**config.mk**
```make
export PLATFORM = sky130hd
export DESIGN_NAME = clk_gate_ctrl
export DESIGN_NICKNAME = d
export VERILOG_FILES = /design/src/rtl/clk_gate_ctrl.sv
export SDC_FILE = /design/constraint.sdc
export NUM_CORES = 1
export LEC_CHECK = 0
export CORE_UTILIZATION = 51
export DETAILED_ROUTE_END_ITERATION = 10
export PLACE_DENSITY = 0.75
export SLEW_MARGIN = 20
export SYNTH_ARGS = -nofsm -noshare
export SYNTH_HDL_FRONTEND = slang
export SYNTH_SLANG_ARGS = --single-unit
```
**constraint.sdc**
```tcl
create_clock -name clk -period 1.4 [get_ports clk]
set_input_delay 0.14 -clock clk [delete_from_list [all_inputs] [get_ports clk]]
set_output_delay 0.14 -clock clk [all_outputs]
set_load 0.05 [all_outputs]
```
**src/rtl/clk_gate_ctrl.sv**
```systemverilog
// Per-domain clock-gating controller: each domain idles out to OFF, wakes through WAKE, and reports ready.
// Optional build macro CLK_GATE_STATS_EN adds per-domain gated-cycle counters with a synchronous clear.
module clk_gate_ctrl #(
    parameter int N_DOM       = 4,
    parameter int IDLE_CYCLES = 16,
    parameter int WAKE_CYCLES = 2,
    parameter int CNT_W       = 8
) (
    input  logic                clk,
    input  logic                reset,
    input  logic                cfg_gating_en,
    input  logic [N_DOM-1:0]    force_on,
    input  logic [N_DOM-1:0]    active,
    input  logic [N_DOM-1:0]    wake_req,
`ifdef CLK_GATE_STATS_EN
    input  logic                stat_clr,
    output logic [N_DOM*16-1:0] gated_cycles,
`endif
    output logic [N_DOM-1:0]    gate_en,
    output logic [N_DOM-1:0]    ready
);

    typedef enum logic [1:0] {
        ST_ON   = 2'd0,
        ST_OFF  = 2'd1,
        ST_WAKE = 2'd2
    } state_t;

    localparam logic [CNT_W-1:0] IDLE_LAST = CNT_W'(IDLE_CYCLES - 1);
    localparam logic [CNT_W-1:0] WAKE_LAST = CNT_W'(WAKE_CYCLES - 1);
    localparam logic [CNT_W-1:0] CNT_ONE   = CNT_W'(1);

    genvar gi;
    generate
        for (gi = 0; gi < N_DOM; gi++) begin : g_dom
            state_t           state_q, state_d;
            logic [CNT_W-1:0] cnt_q, cnt_d;
            logic             gate_q, gate_d;
            logic             rdy_q, rdy_d;
            logic             idle;

            assign idle = !active[gi] && !wake_req[gi] && !force_on[gi] && cfg_gating_en;

            // One counter serves both the idle run (ON) and the wake delay (WAKE);
            // it is cleared on every state change so it never wraps.
            always_comb begin
                state_d = state_q;
                cnt_d   = cnt_q;
                case (state_q)
                    ST_ON: begin
                        if (idle) begin
                            if (cnt_q == IDLE_LAST) begin
                                state_d = ST_OFF;
                                cnt_d   = '0;
                            end else begin
                                cnt_d = cnt_q + CNT_ONE;
                            end
                        end else begin
                            cnt_d = '0;
                        end
                    end
                    ST_OFF: begin
                        cnt_d = '0;
                        if (!idle) begin
                            state_d = ST_WAKE;
                        end
                    end
                    ST_WAKE: begin
                        if (cnt_q == WAKE_LAST) begin
                            state_d = ST_ON;
                            cnt_d   = '0;
                        end else begin
                            cnt_d = cnt_q + CNT_ONE;
                        end
                    end
                    default: begin
                        state_d = ST_ON;
                        cnt_d   = '0;
                    end
                endcase
                // Outputs are decoded from the next state so they can be registered glitch-free.
                gate_d = (state_d != ST_OFF);
                rdy_d  = (state_d == ST_ON);
            end

            always_ff @(posedge clk or posedge reset) begin
                if (reset) begin
                    state_q <= ST_ON;
                    cnt_q   <= '0;
                    gate_q  <= 1'b1;
                    rdy_q   <= 1'b1;
                end else begin
                    state_q <= state_d;
                    cnt_q   <= cnt_d;
                    gate_q  <= gate_d;
                    rdy_q   <= rdy_d;
                end
            end

            assign gate_en[gi] = gate_q;
            assign ready[gi]   = rdy_q;
        end
    endgenerate

`ifdef CLK_GATE_STATS_EN
    generate
        for (gi = 0; gi < N_DOM; gi++) begin : g_stat
            logic [15:0] stat_q, stat_d;

            always_comb begin
                stat_d = stat_q;
                if (stat_clr) begin
                    stat_d = '0;
                end else if (!gate_en[gi] && (stat_q != 16'hFFFF)) begin
                    stat_d = stat_q + 16'd1;
                end
            end

            always_ff @(posedge clk or posedge reset) begin
                if (reset) begin
                    stat_q <= '0;
                end else begin
                    stat_q <= stat_d;
                end
            end

            assign gated_cycles[16*gi +: 16] = stat_q;
        end
    endgenerate
`endif

endmodule

```
==> qor.yml <==
fin_crit_sh_pct: 114.6
worstSkewPairLatency_ps: 300
via_per_inst: 5.741
final_cell_mix: "buf_4, dfrtp_1, o21ai_0, clkdlybuf4s50_1, or3_1"
first_pass_iters: 8
core-area_mm2: 0.004474
grt_pass1_vias: 1932
ys_warn_count: 0
portBuffers: 22
layout_commonest_cell: "buf_4"
violations: "design-rule violations, negative setup slack"
crit_type: "flip-flop to flip-flop"
io_pins: 23
dp_hpwl_um: 3426
clk_path_buf_depth: 2
hold_viol_final: 0
antenna_found_initial: 0
wl_um: 5337
utilization_pct: 76.57
grt-ovfl-total: 0
arrival_ps: 1780
drc_errors: 3
required_ps: 1580
cts_buffers: 5
fin_crit_ps: 1604
yosysSeqAreaShare_pct: 49.46
max_cap_violations: 0
area_growth_pct: 39.91
synth-seq-cells: 48
relSlewSlack_pct: 73.93
die_h_um: 71.29
endpoint_kind: "flip-flop"
ctsHtreeMaxLevel: 2
netlist_area_mm2: 0.002449
dieArea_mm2: 0.005082
fp-row-count: 24
fp.dieW_um: 71.29
start_util_pct: 54.73
setup_viol: 42
place_area_mm2: 0.003153
drt_iter0_drc: 141
final_cell_area_mm2: 0.003426
min_path_type: "input pin to async pin"
final_antenna_net_count: 0
cp-start-kind: "flip-flop"
syn_avg_cell_area_um2: 11.08
p_per_area_mw_per_mm2: 941.5
peakVddDrop_mv: 0.6492
status: "finished, violations left"
p_leak_uw: 0.001407
syn_nets: 244
ys_types: 31
grt_start_max_net_pins: 49
insertedDiodeCount: 0
place_congestion: 0.7500
fill_cells: 297
hold_buffers: 0
drv_slew: 0
wire_per_inst_um: 15.38
cts_tree: "yes"
fmax_mhz: 623.4
cts.clk_slew.worst_paths_ps: 80
clock-sinks: 48
ys_async_sr_fraction_pct: 100.0
synth_ff_type: "dfrtp_1"
drive_gt1_share_pct: 37.97
num_vias: 1992
fin_skew_ps: 6.505
tightest_slew_ps: 390.3
rsz0062_at_grt: "yes"
fin_ws_ps: -204.1
grt_pass1_wl_um: 8852
fin_nets: 317
place_ws_ps: -246.2
synth_edf_count: 0
track_usage_pct: 22.47
clockRootBuffer: "clkbuf_8"
postSynthCellCount: 221
cp_max_fo: 7
p_total_uw: 3225
state kept, by name, indices dropped and copies added (netlist names):
name,count
g_dom.cnt_q,32
g_dom.gate_q,4
g_dom.rdy_q,4
g_dom.state_q,8
worst paths after layout:
check	depth (start not counted)	end	from	slack, ps
hold reg to reg	1	g_dom[0].cnt_q[0]	g_dom[0].cnt_q[0]	510
max in group asynchronous	3	g_dom[1].gate_q	reset	930
min in group clk	1	g_dom[0].cnt_q[0]	g_dom[0].cnt_q[0]	510
setup reg to reg	3	g_dom[1].cnt_q[6]	g_dom[1].cnt_q[6]	-200
hold / removal	3	g_dom[0].state_q[1]	reset	190
setup / recovery	3	g_dom[1].cnt_q[6]	g_dom[1].cnt_q[6]	-200
final cells by class:
type / count / area (um2) / share of cell area (%)
multi-input cells: 161 / 1320 / 38.53
flip-flops and latches: 48 / 1211 / 35.35
clock buffers: 7 / 96.34 / 2.812
repair buffers: 70 / 673.1 / 19.65
inverters: 8 / 30.03 / 0.8766
well taps: 52 / 65.06 / 1.899
clock inverters: 1 / 30.03 / 0.8766
cells by family (layout without fill, tap and decap cells):
group           after synthesis  in the layout  synth area share [%]
flops                        48             48                 49.46
simple gates                 69             69                 17.63
buf+inv                      16             86                 3.679
compound gates               68             72                 20.85
fa+ha+maj                     8              8                 4.088
xor+xnor                     12             12                 4.292
report_power, final:
group / internal [uW] / total (uW) / switching [uW]
registers: 1460 / 1530 / 66.0
clock network: 630 / 1090 / 462
logic: 293 / 607 / 313
cell usage after synthesis, types with 8 or more instances:
cell type | instances | share of area (%)
xnor2_1 | 8 | 2.9
nand3_1 | 12 | 2.5
nand2b_1 | 8 | 2.0
dfrtp_1 | 40 | 41
or3_1 | 12 | 3.1
inv_1 | 8 | 1.2
o21ai_0 | 20 | 4.1
nor2_1 | 8 | 1.2
buf_4 | 8 | 2.5
a22oi_1 | 12 | 3.7
ha_1 | 8 | 4.1
a21oi_1 | 12 | 2.5
dfstp_2 | 8 | 8.6
per-stage QoR:
step           hold WS (ps)  cells  TNS (ps)
2_1_floorplan         343.8    221    -945.2
3_3_place_gp          479.6    330     -4588
3_5_place_dp          491.1    330     -5803
4_1_cts               206.1    342     -4763
5_1_grt               213.4    347     -7203
6_report              190.8    347     -5540
critical path: stages, from the launching register on:
cell and delay [ps]:
dfrtp_1 390, or4_4 620, o211ai_4 340, a22oi_1 140
layer usage:
| layer | routed length, um | part of all wire (%) | vias up | global-route usage [%] |
|---|---|---|---|---|
| met5 | 0 | 0 | - | 0 |
| met4 | 91 | 1.7 | 0 | 8.667 |
| met3 | 138 | 2.6 | 10 | 5.063 |
| met2 | 2809 | 53 | 31 | 38.73 |
| met1 | 2297 | 43 | 990 | 27.57 |
| li1 | - | - | 961 | - |
repair_timing:
action | 4_1_cts | 5_1_grt
setup buffers | 1 | 4
endpoints found under the setup margin | 42 | 48
pin swaps | 15 | 14
gates resized for setup | 5 | 16
cloned | 3 | 1
No activity file was read; power rests on OpenSTA's default activity.
